## src/rtl/mem_port_arbiter_pkg.sv

```systemverilog
// Shared encodings for the two-port byte-memory arbiter.
package mem_port_arbiter_pkg;

  typedef enum logic [1:0] {
    ST_IDLE = 2'd0,
    ST_XFER = 2'd1,
    ST_DONE = 2'd2
  } state_t;

  localparam logic MEM_CS_ON  = 1'b0;
  localparam logic MEM_CS_OFF = 1'b1;

  // Len field holds byte count minus one.
  localparam logic [1:0] LEN_1B = 2'd0;
  localparam logic [1:0] LEN_2B = 2'd1;
  localparam logic [1:0] LEN_3B = 2'd2;
  localparam logic [1:0] LEN_4B = 2'd3;

  function automatic logic [7:0] byte_sel(input logic [31:0] w, input logic [1:0] i);
    return w[8*i +: 8];
  endfunction

endpackage

```

## src/rtl/mem_port_arbiter_rr_arbiter_2.sv

```systemverilog
// Two-way tie breaker: fixed port-0 priority or alternate away from last winner.
module rr_arbiter_2 (
  input  logic i_req0,
  input  logic i_req1,
  input  logic i_rr_last,
  input  logic i_fixed_prio,
  output logic o_winner
);

  always_comb begin
    o_winner = 1'b0;
    if (i_req0 && i_req1) o_winner = i_fixed_prio ? 1'b0 : ~i_rr_last;
    else if (i_req1)      o_winner = 1'b1;
  end

endmodule

```

## src/rtl/mem_port_arbiter.sv

```systemverilog
// Arbitrates two requesters onto a byte-wide memory and sequences 1-4 byte
// little-endian transfers, returning a 32-bit result with a done pulse.
module mem_port_arbiter
  import mem_port_arbiter_pkg::*;
#(
  parameter int ADDR_W     = 16,
  parameter bit FIXED_PRIO = 1'b0
) (
  input  logic              i_clk,
  input  logic              i_rst,
  input  logic              i_req0,
  input  logic              i_req1,
  input  logic              i_wr0,
  input  logic              i_wr1,
  input  logic [ADDR_W-1:0] i_addr0,
  input  logic [ADDR_W-1:0] i_addr1,
  input  logic [1:0]        i_len0,
  input  logic [1:0]        i_len1,
  input  logic [31:0]       i_wdata0,
  input  logic [31:0]       i_wdata1,
  output logic              o_grant0,
  output logic              o_grant1,
  output logic              o_done0,
  output logic              o_done1,
  output logic [31:0]       o_rdata,
  output logic [ADDR_W-1:0] o_mem_addr,
  output logic              o_mem_cs,
  output logic              o_mem_wr,
  input  logic [7:0]        i_mem_din,
  output logic [7:0]        o_mem_dout,
  output logic              o_busy
);

  state_t              r_state;
  logic                r_rr_last, r_owner, r_wr;
  logic [1:0]          r_len, r_idx;
  logic [31:0]         r_wdata, r_rdata;
  logic [ADDR_W-1:0]   r_mem_addr;
  logic                r_mem_cs, r_mem_wr, r_done0, r_done1;
  logic [7:0]          r_mem_dout;

  logic                w_winner, w_any, w_grant, w_sel_wr;
  logic [ADDR_W-1:0]   w_sel_addr;
  logic [1:0]          w_sel_len;
  logic [31:0]         w_sel_wdata;

  rr_arbiter_2 u_arb (
    .i_req0      (i_req0),
    .i_req1      (i_req1),
    .i_rr_last   (r_rr_last),
    .i_fixed_prio(FIXED_PRIO),
    .o_winner    (w_winner)
  );

  assign w_any       = i_req0 | i_req1;
  assign w_grant     = (r_state == ST_IDLE) && w_any;
  assign w_sel_wr    = w_winner ? i_wr1    : i_wr0;
  assign w_sel_addr  = w_winner ? i_addr1  : i_addr0;
  assign w_sel_len   = w_winner ? i_len1   : i_len0;
  assign w_sel_wdata = w_winner ? i_wdata1 : i_wdata0;

  // Memory pins are registered one cycle ahead so each XFER cycle presents
  // a stable byte access straight from flops.
  always_ff @(posedge i_clk or posedge i_rst) begin
    if (i_rst) begin
      r_state    <= ST_IDLE;
      r_rr_last  <= 1'b1;
      r_owner    <= 1'b0;
      r_wr       <= 1'b0;
      r_len      <= '0;
      r_idx      <= '0;
      r_wdata    <= '0;
      r_rdata    <= '0;
      r_mem_addr <= '0;
      r_mem_cs   <= MEM_CS_OFF;
      r_mem_wr   <= 1'b0;
      r_mem_dout <= '0;
      r_done0    <= 1'b0;
      r_done1    <= 1'b0;
    end else begin
      r_done0 <= 1'b0;
      r_done1 <= 1'b0;
      case (r_state)
        ST_IDLE: if (w_any) begin
          r_state    <= ST_XFER;
          r_owner    <= w_winner;
          r_rr_last  <= w_winner;
          r_wr       <= w_sel_wr;
          r_len      <= w_sel_len;
          r_wdata    <= w_sel_wdata;
          r_rdata    <= '0;
          r_idx      <= '0;
          r_mem_cs   <= MEM_CS_ON;
          r_mem_addr <= w_sel_addr;
          r_mem_wr   <= w_sel_wr;
          r_mem_dout <= w_sel_wr ? w_sel_wdata[7:0] : 8'h00;
        end
        ST_XFER: begin
          if (!r_wr) r_rdata[8*r_idx +: 8] <= i_mem_din;
          if (r_idx == r_len) begin
            r_state    <= ST_DONE;
            r_mem_cs   <= MEM_CS_OFF;
            r_mem_wr   <= 1'b0;
            r_mem_addr <= '0;
            r_mem_dout <= '0;
            r_done0    <= ~r_owner;
            r_done1    <= r_owner;
          end else begin
            r_idx      <= r_idx + 2'd1;
            r_mem_addr <= r_mem_addr + 1'b1;
            r_mem_dout <= r_wr ? byte_sel(r_wdata, r_idx + 2'd1) : 8'h00;
          end
        end
        ST_DONE: r_state <= ST_IDLE;
        default: r_state <= ST_IDLE;
      endcase
    end
  end

  assign o_grant0   = w_grant & ~w_winner;
  assign o_grant1   = w_grant &  w_winner;
  assign o_done0    = r_done0;
  assign o_done1    = r_done1;
  assign o_rdata    = r_rdata;
  assign o_mem_addr = r_mem_addr;
  assign o_mem_cs   = r_mem_cs;
  assign o_mem_wr   = r_mem_wr;
  assign o_mem_dout = r_mem_dout;
  assign o_busy     = (r_state != ST_IDLE);

endmodule

```

## config.mk

```make
export PLATFORM = sky130hd
export DESIGN_NAME = mem_port_arbiter
export DESIGN_NICKNAME = d
export VERILOG_FILES = /design/src/rtl/mem_port_arbiter_pkg.sv /design/src/rtl/mem_port_arbiter_rr_arbiter_2.sv /design/src/rtl/mem_port_arbiter.sv
export SDC_FILE = /design/constraint.sdc
export NUM_CORES = 1
export LEC_CHECK = 0
export CORE_MARGIN = 4
export CORE_UTILIZATION = 35
export CTS_CLUSTER_DIAMETER = 150
export DETAILED_ROUTE_END_ITERATION = 12
export GPL_ROUTABILITY_DRIVEN = 0
export HOLD_SLACK_MARGIN = 0.12
export MAX_ROUTING_LAYER = met4
export PLACE_DENSITY_LB_ADDON = 0.12
export SLEW_MARGIN = 30
export SYNTH_ARGS = -nofsm -noshare
export SYNTH_HDL_FRONTEND = slang
export SYNTH_HIERARCHICAL = 1
export SYNTH_SLANG_ARGS = --single-unit
export TNS_END_PERCENT = 100
```

## constraint.sdc

```tcl
create_clock -name i_clk -period 8.1 [get_ports i_clk]
set_clock_uncertainty 0.15 [all_clocks]
set_input_delay 1.215 -clock i_clk [delete_from_list [all_inputs] [get_ports i_clk]]
set_output_delay 1.215 -clock i_clk [all_outputs]
set_load 0.1 [all_outputs]
```

==> results.sh, run 1 <==
export IMPL_grt_max_degree=81
export IMPL_path_clk_slew_ns=0.06
export IMPL_slew_viol_final=0
export IMPL_whs_path_depth=2
export IMPL_fp_coreArea_mm2=0.0152
export IMPL_seqPwrFrac=0.283
export IMPL_hp_start="r_wdata[26]"
export IMPL_clock_sinks=101
export IMPL_fmax_mhz=183
export IMPL_drtIter0Drc=346
export IMPL_fp_row_count=45
export IMPL_die_h_um=133
export IMPL_worst_pin_slew_ns=1.01
export IMPL_p_comb_frac=0.579
export IMPL_cp_max_fo=53
export IMPL_fin_crit_sh=0.673
export IMPL_critPathCaptureType="primary output"
export IMPL_synth_edf_count=0
export IMPL_syn_inst=504
export IMPL_switching_power_mw=1.59
export IMPL_firstDrtPassIters=4
export IMPL_grt_pass1_wl_um=24200
export IMPL_io_pins=177
export IMPL_ant_nets=0
export IMPL_finalPower_mw=3.10
export IMPL_swShare=0.513
export IMPL_postCtsHoldBufs=0
export IMPL_synth_area_mm2=0.00543
export IMPL_grt_pass1_vias=4522
export IMPL_post_cts_repair_setup_buffers=0
export IMPL_remaining_drc_errors=0
export IMPL_fill_cells=1406
export IMPL_reg2reg_depth=6
export IMPL_pwr_share_clk=0.139
export IMPL_status="finished clean"
export IMPL_area_delta_synth_final_pct=39.5
export IMPL_antenna_cells=0
export IMPL_num_vias=4411
export IMPL_dp_hpwl_um=11300
export IMPL_fin_ws_ns=2.65
export IMPL_start_util=0.357
export IMPL_slew_headroom=0.325
export IMPL_die_w_um=133
export IMPL_io_buffer_count=176
export IMPL_cts_path_max_buffers=2
export IMPL_wire_per_inst_um=17.7
export IMPL_synth_ff_type="dfrtp_1"
export IMPL_start_kind="input pin"
export IMPL_setup_viol=0
export IMPL_fin_crit_ns=5.45
export IMPL_cp_startpoint="i_req1"
export IMPL_fin_tns_setup_ns=0
export IMPL_synth_nets=624
export IMPL_dpl_worst_slack_ns=2.61
export IMPL_tritoncts="built"
export IMPL_hold_ws_ns=0.326
export IMPL_drive_above_1_share=0.0915
export IMPL_timing_final_hold_violations=0
export IMPL_p_int_mw=1.51
export IMPL_clock_tree_root_cell="clkbuf_16"
export IMPL_cts_buffers=9
export IMPL_antenna_found_initial=0
export IMPL_insertion_delay_ns=0.34
export IMPL_drt_total_wl_um=15100
export IMPL_ys_seq_elements=101
export IMPL_ir_worst_vdd_v=0.000208
export IMPL_power_leakage_nw=3.20
export IMPL_cp_required_ns=6.73
export IMPL_path_class="input pin to primary output"
export IMPL_nets=782
export IMPL_r2r_start="r_idx[0]"
export IMPL_rsz0062_at_grt="no"
export IMPL_cp_arrival_ns=4.09
export IMPL_grt_total_usage=0.177
export IMPL_p_per_area_mw_per_mm2=410
export IMPL_htree_levels=3
export IMPL_ys_seq_area_frac=0.466
export IMPL_yosys_warnings=6
export IMPL_avgSynthCellArea_um2=10.8
export IMPL_async_flop_share=1.00
export IMPL_overflow=0
export IMPL_die_area_mm2=0.0176
export IMPL_via_per_inst=5.16
export IMPL_maxCapViolations=0
export IMPL_cts_repair_resized=0
export IMPL_min_path_type="register to register"
export IMPL_synth_cell_types=62
==> worst paths after layout <==
| kind | end | slack, ns |
|---|---|---|
| min in group asynchronous | o_rdata[1] | 1.03 |
| hold / removal | r_wdata[26] | 0.33 |
| max in group asynchronous | r_wdata[4] | 5.76 |
| setup reg to reg | o_rdata[22] | 4.90 |
| setup / recovery | o_grant1 | 2.65 |
| hold reg to reg | r_wdata[26] | 0.33 |
==> cell families after synthesis <==
logic type,share of synthesized area
AOI/OAI and AO/OA,0.180
and+or+nand+nor,0.120
DFF,0.466
muxes,0.162
buffers and inverters,0.0509
adders and majority gates,0.0138
xor gates and xnor gates,0.00645
other,0.000691
==> final cells by class <==
cell class | count | area (µm²) | area share
clock inverters | 6 | 63.8 | 0.00842
clock buffers | 10 | 229 | 0.0302
flip-flops and latches | 101 | 2530 | 0.334
inverters | 23 | 88.8 | 0.0117
multi-input cells | 346 | 2630 | 0.347
well taps | 188 | 235 | 0.0310
repair buffers | 181 | 1800 | 0.238
==> metal layers <==
| metal | up-vias | GRT usage | share of wire |
|---|---|---|---|
| met5 | - | - | 0 |
| met4 | 0 | 0.0537 | 0.013 |
| met3 | 11 | 0.0289 | 0.045 |
| met2 | 134 | 0.279 | 0.49 |
| met1 | 2113 | 0.237 | 0.45 |
| li1 | 2153 | - | - |
==> stage by stage <==
step	instance area, µm²	cells	util
final	7580	855	0.498
after global placement	7280	839	0.479
after detailed placement	7280	839	0.479
after global routing	7580	855	0.498
after floorplan	5430	504	-
after CTS	7570	855	0.498
==> synth_stat cells, types with 3 or more instances <==
cell	count	area, µm²
o31a_2	3	30.0
a22o_1	17	149
buf_4	3	22.5
nor2_1	9	33.8
mux2i_1	57	571
nor3_1	3	15.0
o211ai_1	9	67.6
ha_1	6	75.1
a21o_1	5	37.5
nand3_1	3	15.0
mux4_2	6	135
o2111ai_1	8	70.1
buf_2	15	75.1
and3_1	6	37.5
o21a_1	14	105
nand4_1	6	37.5
buf_6	3	33.8
mux2_2	10	113
inv_1	23	86.3
clkbuf_1	12	45.0
o22a_1	5	43.8
o31ai_1	7	52.6
dfrtp_1	99	2480
nand2_1	69	259
or2_2	3	18.8
a21oi_1	10	50.1
nor4_1	4	25.0
o21ai_0	39	195
==> state kept, by name, summed over array words and instances (netlist names), 2 cells and up <==
register,flops
o_mem_addr,16
o_mem_dout,8
o_rdata,32
r_idx,2
r_len,2
r_state,2
r_wdata,32
==> power groups by stage <==
stage / registers, mW / logic (mW) / clock network [mW]
after global placement: 0.881 / 1.79 / 0
after global routing: 0.910 / 1.91 / 0.462
after CTS: 0.881 / 1.82 / 0.443
final: 0.877 / 1.80 / 0.431
after detailed placement: 0.889 / 1.81 / 0
after floorplan: 1.43 / 0.830 / 0
==> critical path, cell delays in order <==
cell	delay [ns]
clkdlybuf4s50_1	0.55
and2_2	0.17
buf_4	0.60
nand2_1	0.20
inv_1	0.13
clkdlybuf4s50_1	1.15
==> layout by cell type (no fill, tap or decap), types with 4 or more instances in the layout <==
master and instances:
nand4_1 6, nor4_1 4, buf_4 4, o2111ai_1 8, mux4_2 6, ha_1 6, a21o_1 5, dfrtp_1 99
o31ai_1 7, mux2i_1 57, inv_1 22, o211ai_1 9, and3_1 6, o21a_1 14, nor2_1 9, mux2_2 10
clkdlybuf4s50_1 176, nand2_1 69, o21ai_0 39, a22o_1 17, a21oi_1 10, o22a_1 5, clkbuf_16 9
Note: power is estimated with default switching activity, not from simulation.
==> inputs of run 2 (changes only) <==
==> constraint.sdc (replaced) <==
create_clock -name i_clk -period 5 [get_ports i_clk]
set_clock_uncertainty 0.15 [all_clocks]
set_input_delay 0.75 -clock i_clk [delete_from_list [all_inputs] [get_ports i_clk]]
set_output_delay 0.75 -clock i_clk [all_outputs]
set_load 0.1 [all_outputs]
==> run 2 against run 1 <==
Effect of this change:
- critical path type unchanged
- global-route usage fell by 0.34 points
- largest power group unchanged
- sequential share of layout area about the same
- core utilization is 0.074 points lower
- total power rose by 62%
- critical endpoint unchanged
- highest routed layer unchanged
- die area is the same
- non-clock buffer count unchanged
==> results.sh, run 2 (synthesis results as in run 1) <==
export IMPL_status="finished clean"
export IMPL_clock_sinks=101
export IMPL_fmax_mhz=296
export IMPL_maxCapViolations=0
export IMPL_via_per_inst=5.21
export IMPL_start_kind="input pin"
export IMPL_p_int_mw=2.44
export IMPL_nets=782
export IMPL_die_h_um=133
export IMPL_fin_crit_sh=0.675
export IMPL_io_pins=177
export IMPL_cp_required_ns=4.10
export IMPL_antenna_cells=0
export IMPL_setup_viol=0
export IMPL_met3_length_um=695
export IMPL_path_class="input pin to primary output"
export IMPL_postCtsHoldBufs=0
export IMPL_cp_arrival_ns=2.47
export IMPL_pwr_share_clk=0.139
export IMPL_drt_total_wl_um=15000
export IMPL_max_stage_delay_ns=0.55
export IMPL_post_route_util=0.498
export IMPL_ir_worst_vdd_v=0.000518
export IMPL_io_buffer_count=176
export IMPL_rsz0062_at_grt="no"
export IMPL_cts_buffers=9
export IMPL_htree_levels=3
export IMPL_timing_final_hold_violations=0
export IMPL_ant_nets=0
export IMPL_tritoncts="built"
export IMPL_antenna_found_initial=0
export IMPL_grt_max_degree=81
export IMPL_swShare=0.514
export IMPL_seqPwrFrac=0.285
export IMPL_drtIter0Drc=199
export IMPL_start_util=0.357
export IMPL_grt_total_usage=0.174
export IMPL_insertion_delay_ns=0.35
export IMPL_worstPathBufferInverterCount=3
export IMPL_top_layer_used="met4"
export IMPL_wl_met1_um=6910
export IMPL_p_per_area_mw_per_mm2=664
export IMPL_switching_power_mw=2.58
export IMPL_wire_per_inst_um=17.6
export IMPL_critPathCaptureType="primary output"
export IMPL_die_w_um=133
export IMPL_final_cell_mix="174 x clkdlybuf4s50_1, 99 x dfrtp_1, 69 x nand2_1"
export IMPL_hp_start="r_wdata[26]"
export IMPL_r2r_start="r_idx[0]"
export IMPL_die_area_mm2=0.0176
export IMPL_worst_pin_slew_ns=1.01
export IMPL_post_cts_repair_setup_buffers=0
export IMPL_crit_family="buffers and inverters"
export IMPL_slew_viol_final=0
export IMPL_num_vias=4456
export IMPL_firstDrtPassIters=6
export IMPL_remaining_drc_errors=0
export IMPL_overflow=0
export IMPL_layout_commonest_cell="clkdlybuf4s50_1"
export IMPL_cts_path_max_buffers=2
export IMPL_area_delta_synth_final_pct=39.3
export IMPL_power_leakage_nw=3.21
export IMPL_min_path_type="register to register"
export IMPL_clock_tree_root_cell="clkbuf_16"
export IMPL_grt_pass1_wl_um=24000
export IMPL_cp_max_fo=20
export IMPL_drive_above_1_share=0.0930
export IMPL_fin_tns_setup_ns=0
export IMPL_fp_coreArea_mm2=0.0152
export IMPL_cp_startpoint="i_req1"
export IMPL_dp_hpwl_um=11400
export IMPL_slew_headroom=0.324
export IMPL_p_comb_frac=0.576
export IMPL_worstPathCellList="clkdlybuf4s50_1, and2_2, nand2_1, inv_1, buf_4"
export IMPL_fp_row_count=45
export IMPL_cp_slowest_cell="clkdlybuf4s50_1"
export IMPL_wl_met2_um=7220
export IMPL_rrSetupSlack_ns=1.84
export IMPL_cts_repair_resized=0
export IMPL_fill_cells=1405
export IMPL_fin_crit_ns=3.37
export IMPL_path_clk_slew_ns=0.07
export IMPL_grt_pass1_vias=4486
run 2: cell count changes in the layout (fill, tap and decap cells not counted), sizes merged:
cell	previous run	this run
clkinvlp	2	1
clkdlybuf4s50	176	174
buf	5	7
inv	23	24
run 2: routing by layer:
layer  track usage  vias up
met4        0.0468        0
met1         0.232     2132
met3        0.0327       18
met5             -        -
li1              -     2164
met2         0.274      142
run 2: area by class of cell:
type	count	area [µm²]	share of cell area
clock buffer	10	229	0.0303
clock inverter	6	61.3	0.00810
inverter	23	91.3	0.0121
multi-input combinational	346	2630	0.347
sequential	101	2530	0.334
tap	188	235	0.0311
timing repair buffer	181	1790	0.237
run 2: metrics by stage:
step	setup slack [ns]	std cells	hold slack [ns]	power [mW]	area, µm²
after floorplan	1.36	504	0.277	3.66	5430
after global placement	1.66	839	0.306	4.32	7270
after detailed placement	1.65	839	0.317	4.36	7270
after CTS	1.61	855	0.333	5.07	7560
after global routing	1.48	855	0.345	5.29	7570
final	1.63	855	0.324	5.03	7570
run 2: path summary, 6_finish.rpt:
kind,to,depth (start not counted)
hold / removal,r_wdata[26],2
hold reg to reg,r_wdata[26],2
setup / recovery,o_grant1,5
max in group asynchronous,r_rr_last,3
min in group asynchronous,o_rdata[3],2
setup reg to reg,o_rdata[23],6
run 2: power by group through the flow:
stage               Combinational [mW]  Sequential [mW]  Clock (mW)
floorplan                         1.34             2.31           0
global placement                  2.88             1.44           0
finish                            2.89             1.43       0.697
CTS                               2.92             1.44       0.711
global route                      3.07             1.48       0.743
detailed placement                2.91             1.45           0
run 2: worst reg2reg max path, delay by kind of cell, from the launching register on:
kind / cells / cell delay (ns)
AND/OR/NAND/NOR: 3 / 1.01
adder cells (fa/ha/maj): 1 / 0.82
flip-flops: 1 / 0.78
multiplexers: 1 / 0.14
buffers and inverters: 1 / 0.20
==> inputs of run 3 (changes only) <==
==> constraint.sdc (replaced) <==
create_clock -name i_clk -period 3.2 [get_ports i_clk]
set_clock_uncertainty 0.15 [all_clocks]
set_input_delay 0.48 -clock i_clk [delete_from_list [all_inputs] [get_ports i_clk]]
set_output_delay 0.48 -clock i_clk [all_outputs]
set_load 0.1 [all_outputs]
==> run 3 against run 2 <==
Effect of this change:
- sequential power rose by 53%
- combinational power up 60%
- total power grew 59%
- global-route usage is 1.1 points higher
- sequential share of layout area rose by 0.083 points
- first-iteration DRC count up 65%
- register-to-register slack lost 1.2 ns
- count of clock-buffer cells in the layout unchanged
- hold slack improved by 0.0052 ns
- largest cell class unchanged
- worst setup slack got worse by 1.2 ns
- cell area decreased by 0.25%
==> results.sh, run 3 (synthesis results as in run 1) <==
export IMPL_post_route_util=0.496
export IMPL_path_class="input pin to primary output"
export IMPL_r2r_start="r_idx[1]"
export IMPL_worst_pin_slew_ns=0.921
export IMPL_dp_hpwl_um=12100
export IMPL_dpl_worst_slack_ns=0.242
export IMPL_layout_commonest_cell="clkdlybuf4s50_1"
export IMPL_fin_ws_ns=0.394
export IMPL_top_layer_used="met4"
export IMPL_antenna_found_initial=0
export IMPL_reg2reg_depth=7
export IMPL_layoutNonFillerInstCount=863
export IMPL_dp_cells=847
export IMPL_fmax_mhz=356
export IMPL_num_vias=4449
export IMPL_timing_final_hold_violations=0
export IMPL_die_area_mm2=0.0176
export IMPL_firstDrtPassIters=4
export IMPL_fp_row_count=45
export IMPL_clock_sinks=101
export IMPL_antenna_cells=0
export IMPL_die_h_um=133
export IMPL_io_buffer_count=176
export IMPL_path_clk_slew_ns=0.06
export IMPL_grt_total_usage=0.185
export IMPL_fin_tns_setup_ns=0
export IMPL_cp_arrival_ns=2.18
export IMPL_setup_viol=0
export IMPL_post_cts_repair_setup_buffers=0
export IMPL_final_cell_mix="113 x clkdlybuf4s50_1, 99 x dfrtp_1, 72 x buf_4"
export IMPL_critPathCaptureType="primary output"
export IMPL_nets=790
export IMPL_fill_cells=1436
export IMPL_p_per_area_mw_per_mm2=1060
export IMPL_grt_max_degree=78
export IMPL_fin_crit_sh=0.877
export IMPL_fin_crit_ns=2.81
export IMPL_maxCapViolations=0
export IMPL_rrSetupSlack_ns=0.66
export IMPL_overflow=0
export IMPL_slew_viol_final=0
export IMPL_drtIter0Drc=329
export IMPL_cts_repair_resized=0
export IMPL_cp_max_fo=18
export IMPL_insertion_delay_ns=0.35
export IMPL_status="finished clean"
export IMPL_wl_met1_um=7180
export IMPL_min_path_type="register to register"
export IMPL_start_util=0.357
export IMPL_postCtsHoldBufs=0
export IMPL_grt_pass1_wl_um=25200
export IMPL_remaining_drc_errors=0
export IMPL_met3_length_um=691
export IMPL_rsz0062_at_grt="no"
export IMPL_min_to="o_done0"
export IMPL_power_leakage_nw=3.37
export IMPL_die_w_um=133
export IMPL_area_delta_synth_final_pct=39.0
export IMPL_via_per_inst=5.16
export IMPL_worstReg2RegEnd="o_mem_dout[7]"
export IMPL_wire_per_inst_um=18.3
export IMPL_ir_worst_vdd_v=0.000551
export IMPL_tritoncts="built"
export IMPL_htree_levels=3
export IMPL_cp_required_ns=2.57
export IMPL_hp_start="r_owner"
export IMPL_cts_path_max_buffers=2
export IMPL_drive_above_1_share=0.194
export IMPL_whs_path_depth=1
export IMPL_io_pins=177
export IMPL_finalPower_mw=7.97
export IMPL_start_kind="input pin"
export IMPL_slew_headroom=0.384
export IMPL_cts_buffers=9
export IMPL_fp_coreArea_mm2=0.0152
export IMPL_drt_total_wl_um=15800
export IMPL_grt_pass1_vias=4718
export IMPL_ant_nets=0
export IMPL_clock_tree_root_cell="clkbuf_16"
export IMPL_wl_met2_um=7660
-- run 3: worst max-delay path, cell delays in order --
cell and delay, ns:
clkdlybuf4s50_1 0.55, o21ai_1 0.08, and2_2 0.37, buf_12 0.23, nor2_1 0.23, buf_12 0.22
-- run 3: area by class of cell --
type,instances,area (µm²),share of cell area
Clock buffer,10,229,0.0303
Timing Repair Buffer,189,1750,0.232
Tap cell,188,235,0.0312
Clock inverter,6,86.3,0.0114
Inverter,23,90.1,0.0119
Sequential cell,101,2530,0.335
Multi-Input combinational cell,346,2630,0.348
-- run 3: metrics by stage --
stage,instance area (µm²),hold slack [ns]
floorplan,5430,0.277
global placement,7230,0.296
detailed placement,7230,0.315
CTS,7550,0.324
global route,7550,0.345
finish,7550,0.329
-- run 3: how the worst max path moves through the flow --
stage | startpoint | end | slack [ns] | cells after the start
2_1_floorplan | r_rr_last | o_grant0 | 0.07 | 6
3_3_place_gp | i_req0 | o_mem_dout[1] | 0.31 | 8
3_5_place_dp | i_req0 | o_mem_dout[0] | 0.24 | 8
4_1_cts | i_req0 | o_grant0 | 0.37 | 6
5_1_grt | i_req0 | o_grant0 | 0.28 | 6
6_report | i_req0 | o_grant0 | 0.39 | 6
-- run 3: report_power, final --
group          switching (mW)  internal, mW
clock                   0.489         0.686
combinational            3.17          1.44
sequential              0.428          1.76
total                    4.09          3.89
-- run 3: layer usage --
layer | vias up | global-route usage
met1 | 2128 | 0.241
met3 | 17 | 0.0335
met4 | 0 | 0.0508
li1 | 2164 | -
met2 | 140 | 0.298
met5 | - | -
